$ cat src/rtl/pulse_gen_pkg.sv
// Shared definitions for the pulse burst generator: FSM state codes and the
// ceil-log2 helper used to size the phase timer.
package pulse_gen_pkg;

  typedef enum logic [1:0] {
    IDLE = 2'd0,
    HIGH = 2'd1,
    LOW  = 2'd2
  } state_e;

  // Smallest r with 2**r >= value; clog2(1) is 0.
  function automatic int clog2(input int value);
    int r;
    r = 0;
    for (int v = value - 1; v > 0; v = v >> 1) begin
      r++;
    end
    return r;
  endfunction

endpackage

$ cat src/rtl/pulse_burst_gen_phase_timer.sv
// Loadable down-counter with a zero flag; usable for any fixed-width strobe.
// A load value of L keeps the counter nonzero for L cycles before zero rises.
module phase_timer #(
  parameter int W = 3
) (
  input  logic         clk,
  input  logic         rst,
  input  logic         load,
  input  logic [W-1:0] load_val,
  output logic         zero
);

  logic [W-1:0] cnt_q;
  logic [W-1:0] cnt_d;

  always_comb begin
    cnt_d = cnt_q;
    if (load) begin
      cnt_d = load_val;
    end else if (cnt_q != '0) begin
      cnt_d = cnt_q - W'(1);
    end
  end

  always_ff @(posedge clk or posedge rst) begin
    if (rst) begin
      cnt_q <= '0;
    end else begin
      cnt_q <= cnt_d;
    end
  end

  assign zero = (cnt_q == '0);

endmodule

$ cat src/rtl/pulse_burst_gen.sv
// Emits a burst of N fixed-width pulses on pulse_out after a start request,
// with busy/done handshake and a registered count of pulses still to finish.
module pulse_burst_gen
  import pulse_gen_pkg::*;
#(
  parameter int CNT_W    = 4,
  parameter int HIGH_CYC = 4,
  parameter int LOW_CYC  = 4
) (
  input  logic             clk,
  input  logic             rst,
  input  logic             start,
  input  logic [CNT_W-1:0] count,
  output logic             pulse_out,
  output logic             busy,
  output logic             done,
  output logic [CNT_W-1:0] remaining
);

  localparam int MAX_CYC = (HIGH_CYC > LOW_CYC) ? HIGH_CYC : LOW_CYC;
  localparam int TMR_W   = clog2(MAX_CYC + 1);
  localparam logic [TMR_W-1:0] HIGH_LOAD = TMR_W'(HIGH_CYC - 1);
  localparam logic [TMR_W-1:0] LOW_LOAD  = TMR_W'(LOW_CYC - 1);

  state_e state_q;
  state_e state_d;

  logic             pulse_out_q;
  logic             pulse_out_d;
  logic             busy_q;
  logic             busy_d;
  logic             done_q;
  logic             done_d;
  logic [CNT_W-1:0] remaining_q;
  logic [CNT_W-1:0] remaining_d;

  logic             tmr_load;
  logic [TMR_W-1:0] tmr_load_val;
  logic             tmr_zero;

  phase_timer #(
    .W(TMR_W)
  ) u_phase_timer (
    .clk      (clk),
    .rst      (rst),
    .load     (tmr_load),
    .load_val (tmr_load_val),
    .zero     (tmr_zero)
  );

  always_ff @(posedge clk or posedge rst) begin
    if (rst) begin
      state_q     <= IDLE;
      pulse_out_q <= 1'b0;
      busy_q      <= 1'b0;
      done_q      <= 1'b0;
      remaining_q <= '0;
    end else begin
      state_q     <= state_d;
      pulse_out_q <= pulse_out_d;
      busy_q      <= busy_d;
      done_q      <= done_d;
      remaining_q <= remaining_d;
    end
  end

  always_comb begin
    state_d = state_q;
    case (state_q)
      IDLE: begin
        if (start && (count != '0)) begin
          state_d = HIGH;
        end
      end
      HIGH: begin
        if (tmr_zero) begin
          state_d = LOW;
        end
      end
      LOW: begin
        if (tmr_zero) begin
          state_d = (remaining_q != '0) ? HIGH : IDLE;
        end
      end
      default: state_d = IDLE;
    endcase
  end

  // Outputs are registered from the next state so pulse_out/busy line up
  // with the state; the timer reloads on every phase change.
  always_comb begin
    pulse_out_d  = (state_d == HIGH);
    busy_d       = (state_d != IDLE);
    done_d       = 1'b0;
    remaining_d  = remaining_q;
    tmr_load     = (state_d != state_q);
    tmr_load_val = '0;
    if (state_d == HIGH) begin
      tmr_load_val = HIGH_LOAD;
    end else if (state_d == LOW) begin
      tmr_load_val = LOW_LOAD;
    end
    case (state_q)
      IDLE: begin
        if (start) begin
          if (count == '0) begin
            done_d = 1'b1;
          end else begin
            remaining_d = count;
          end
        end
      end
      HIGH: begin
        if (tmr_zero && (remaining_q != '0)) begin
          remaining_d = remaining_q - CNT_W'(1);
        end
      end
      LOW: begin
        if (tmr_zero && (remaining_q == '0)) begin
          done_d = 1'b1;
        end
      end
      default: ;
    endcase
  end

  assign pulse_out = pulse_out_q;
  assign busy      = busy_q;
  assign done      = done_q;
  assign remaining = remaining_q;

endmodule

$ cat config.mk
export PLATFORM = sky130hd
export DESIGN_NAME = pulse_burst_gen
export DESIGN_NICKNAME = d
export VERILOG_FILES = /design/src/rtl/pulse_gen_pkg.sv /design/src/rtl/pulse_burst_gen_phase_timer.sv /design/src/rtl/pulse_burst_gen.sv
export SDC_FILE = /design/constraint.sdc
export NUM_CORES = 1
export LEC_CHECK = 0
export CAP_MARGIN = 20
export CORE_UTILIZATION = 25
export DETAILED_ROUTE_END_ITERATION = 10
export DONT_BUFFER_PORTS = 1
export PLACE_DENSITY_LB_ADDON = 0.1
export SYNTH_ARGS = -nofsm -noshare
export SYNTH_HDL_FRONTEND = slang
export SYNTH_HIERARCHICAL = 1
export SYNTH_SLANG_ARGS = --single-unit
$ cat constraint.sdc
create_clock -name clk -period 2.1 [get_ports clk]
set_input_delay 0.105 -clock clk [delete_from_list [all_inputs] [get_ports clk]]
set_output_delay 0.105 -clock clk [all_outputs]
set_load 0.005 [all_outputs]
==> run summary <==
The run finished, with violations left. The checks that failed: design-rule violations. Walking the worst path, the cells encountered are inv_1, ha_2, nand2b_1, inv_1, or2b_1, o21a_1, ha_4, inv_1, a221oi_2. For this run, the detailed router's first-pass iteration total came to 9. Grouping stages by cell kind, the critical path spends the most delay in compound AO/OA/AOI/OAI gates. Number of vias per cell after detailed routing: 4.93. In the post-synthesis netlist, the biggest area contributors are sky130_fd_sc_hd__dfrtp_1 (39%), sky130_fd_sc_hd__ha_1 (8.1%), sky130_fd_sc_hd__inv_1 (6.3%).

The run gives 103 ps as the setup slack of the critical path after layout. Summed over all cells, the static leakage comes to 0.000416 uW. In this run the mean area of a mapped cell was 9.77 um2.

The tools report the standard cell area after detailed placement as 826 um2. The logs give 0 for the number of slew-limit violations in the final report and 3310 um2 for the die outline area. Floorplan die height: 57.6 um. Slowest stage cell on the critical path: sky130_fd_sc_hd__dfrtp_1. Counting the fill cells in the layout gives 301. First-pass GRT wire length: 2.95 mm. For this run, the total global-route usage over all layers was measured as 12.3%.

The minimum clock period was 2000 ps. Clock skew on the completed layout was measured at 3.54 ps. The tightest min-delay check is of the input pin to flip-flop type. TritonCTS built the clock tree. STA classifies the critical path endpoint as a flip-flop. The tools report the startpoint class of the critical path as a flip-flop. From left edge to right edge, the die measures 57.6 um. Along the worst path, the maximum fanout reaches 5. Clock tree synthesis inserted a total of 3 buffers. Based on the critical path, the design can be clocked at up to 501 MHz. The proportion of layout cells with a drive suffix above 1 is 27.2%. The number of global-route vias before repair came out at 597. The cell accounting for the most synthesized area is sky130_fd_sc_hd__dfrtp_1. The count of flip-flops with a built-in enable after synthesis is 0, and the latest clock arrival within the worst-skew pair is 280 ps. After global routing the overflow that remains totals 0.

The finished layout cell area is 952 um2. Leading cell type by number of instances after synthesis: sky130_fd_sc_hd__inv_1. Of the available clock period, the critical path in the final layout requires 95.1%. For the worst setup path, the data arrival time is 2190 ps.

For flop-to-flop paths, the worst setup slack is 100 ps. For the number of buffers on the longest clock path, the log shows 2. Counting flops with an async set or reset pin after synthesis yields a share of 100%. The DRC violation count after routing was 2. Once detail routing completed, the nets flagged for antenna violations numbered 0. Across the VDD grid, the largest voltage drop is 0.447 mV.

The final layout contains routed wiring with a total length of 1.76 mm. The most frequently used flop master after synthesis is sky130_fd_sc_hd__dfrtp_1. The detailed-route wire length per cell came out at 14.3 um.

The required time of the critical path is 2290 ps. The boundary pin count was 14. The core region is 2830 um2.

Counting instances in the post-synthesis netlist gives the leading cell types as sky130_fd_sc_hd__inv_1 (13), sky130_fd_sc_hd__dfrtp_1 (12), sky130_fd_sc_hd__a21oi_1 (5), sky130_fd_sc_hd__ha_1 (5). After synthesis the netlist holds a flip-flop and latch count of 12. The clock network fraction of total power was 13.7%; the distinct cell type count after synthesis was 36.

The critical path in this run is classified as flip-flop to flip-flop. The clock-pin slew on the worst setup and hold paths was 90 ps. Entering global routing, the biggest net connects 11 pins. The share of total power consumed by net switching is 42.7%, and the power per standard cell area is 1480 nW/um2. The top cell type by area accounts for 38.9% of the synthesized area. Input and output buffers added on the ports amount to 0.

The share of total power dissipated in combinational logic is 53.1%. Together, buffers and inverters on the worst path number 3. Yosys printed 6 warnings.

In this run the core area contains 19 standard-cell rows. The biggest cell delay along the critical path is 370 ps. Buffer type at the clock tree root: sky130_fd_sc_hd__clkbuf_4. The area growth from synthesis to layout is 23.3%. The number of antenna violations at the first check in global routing is 0, and the worst-case hold slack is 25.2 ps. The tools report the count of final hold-check violations as 0. The logs give 27.3% for the effective utilization at floorplan and 607 for the total vias in the final route.

In this run, the number of DRC markers left after iteration 0 of detailed routing was 31. The tools report the final weighted congestion in routability-driven placement as 0.723. In this design, the critical path's most frequently occurring cell is sky130_fd_sc_hd__inv_1. Internal power comes to 808 uW. The detailed-placement wirelength estimate is 1.27 mm. The total of endpoints with negative setup slack in the final report was 0. Placement-stage worst setup slack: 45.2 ps. The number of nets in the synthesized netlist is 91. The run gives 1 as the total number of H-tree levels. Sequential cells were found to cover 38.9% of the synthesized design area. The logs give 0 for the count of maximum capacitance violations and 33.2% for the share of total power in sequential cells.

The gate count of the mapped netlist was 79. The number of sinks handled by clock tree synthesis came out at 12. Switching power of the nets: 603 uW.

The netlist area before placement is 772 um2, and the net count reported at finish is 105. The run gives 0 as the number of diodes added for antenna fixing. Once layout is complete, the utilization of the core stands at 33.7%.
==> metal layers <==
layer  wire [um]  track usage [%]
met2         796             16.6
met3          94             5.22
met1         854             17.3
met5           0                0
met4          18             4.18
==> what timing repair did <==
item | 4_1_cts | 5_1_grt
setup endpoints to repair | 0 | 2
setup buffers | 0 | 3
resized for setup | 0 | 5
hold buffers | 4 | 0
hold endpoints to repair | 15 | 0
==> power by group through the flow <==
stage / Clock (uW) / Combinational (uW) / Sequential [uW]
3_3_place_gp: 0 / 629 / 471
4_1_cts: 209 / 637 / 467
2_1_floorplan: 0 / 514 / 431
6_report: 194 / 749 / 469
5_1_grt: 217 / 858 / 485
3_5_place_dp: 0 / 633 / 469
==> cells by family (layout without fill, tap and decap cells) <==
| kind of cell | after synthesis | count (layout) | synth area share [%] |
|---|---|---|---|
| AOI/OAI and AO/OA | 20 | 20 | 21.1 |
| adders and majority gates | 5 | 5 | 8.10 |
| buffers and inverters | 15 | 28 | 8.27 |
| DFF | 12 | 12 | 38.9 |
| other | 1 | 1 | 0.486 |
| and+or+nand+nor | 26 | 26 | 23.2 |
==> final timing paths <==
kind | from | to | cells past startpoint
setup / recovery | u_phase_timer/cnt_q[1] | u_phase_timer/cnt_q[0] | 9
hold / removal | count[3] | done | 3
setup reg to reg | u_phase_timer/cnt_q[1] | u_phase_timer/cnt_q[0] | 9
hold reg to reg | remaining[0] | remaining[0] | 2
max in group asynchronous | rst | remaining[1] | 2
min in group asynchronous | rst | u_phase_timer/cnt_q[1] | 2
==> registers in the layout (all words and copies together) (netlist names) <==
register and flops:
remaining 4, state_q 2, u_phase_timer/cnt_q 3, done 1
busy 1, pulse_out 1
==> final cells by class <==
class | instances | area (um2) | share of cell area (%)
inverters | 13 | 48.8 | 5.12
flip-flops and latches | 12 | 300 | 31.5
well taps | 31 | 38.8 | 4.07
multi-input cells | 52 | 435 | 45.7
repair buffers | 11 | 92.6 | 9.72
clock buffers | 4 | 36.3 | 3.81
==> per-stage QoR <==
step	cells	total power, uW	TNS [ps]
2_1_floorplan	79	945	0
3_3_place_gp	112	1100	0
3_5_place_dp	112	1100	0
4_1_cts	120	1310	0
5_1_grt	123	1560	-37.4
6_report	123	1410	0
==> placed cells by master (no fill, tap or decap), drive strengths merged <==
cell         instances
nand3b               2
nor3                 1
nor2                 1
a211oi               1
a221oi               1
nand2                3
o31ai                1
nor4                 3
o211ai               1
a31oi                1
o21a                 1
nor4b                2
clkbuf               4
a21oi                7
o41ai                1
conb                 1
or3b                 2
or2b                 2
a311oi               1
o22ai                2
nand3                2
and3                 1
buf                  7
nand2b               3
nor2b                3
dfrtp               12
nor3b                1
dlygate4sd3          4
inv                 13
o21ai                3
ha                   5
==> worst reg2reg max path, cell delays in order, from the launching register on <==
cell                       delay (ps)
sky130_fd_sc_hd__dfrtp_1          370
sky130_fd_sc_hd__inv_1             70
sky130_fd_sc_hd__ha_2             190
sky130_fd_sc_hd__nand2b_1         110
sky130_fd_sc_hd__inv_1             90
sky130_fd_sc_hd__or2b_1           240
sky130_fd_sc_hd__o21a_1           230
sky130_fd_sc_hd__ha_4             280
sky130_fd_sc_hd__inv_1             50
sky130_fd_sc_hd__a221oi_2         280
No activity file was read; power rests on OpenSTA's default activity.
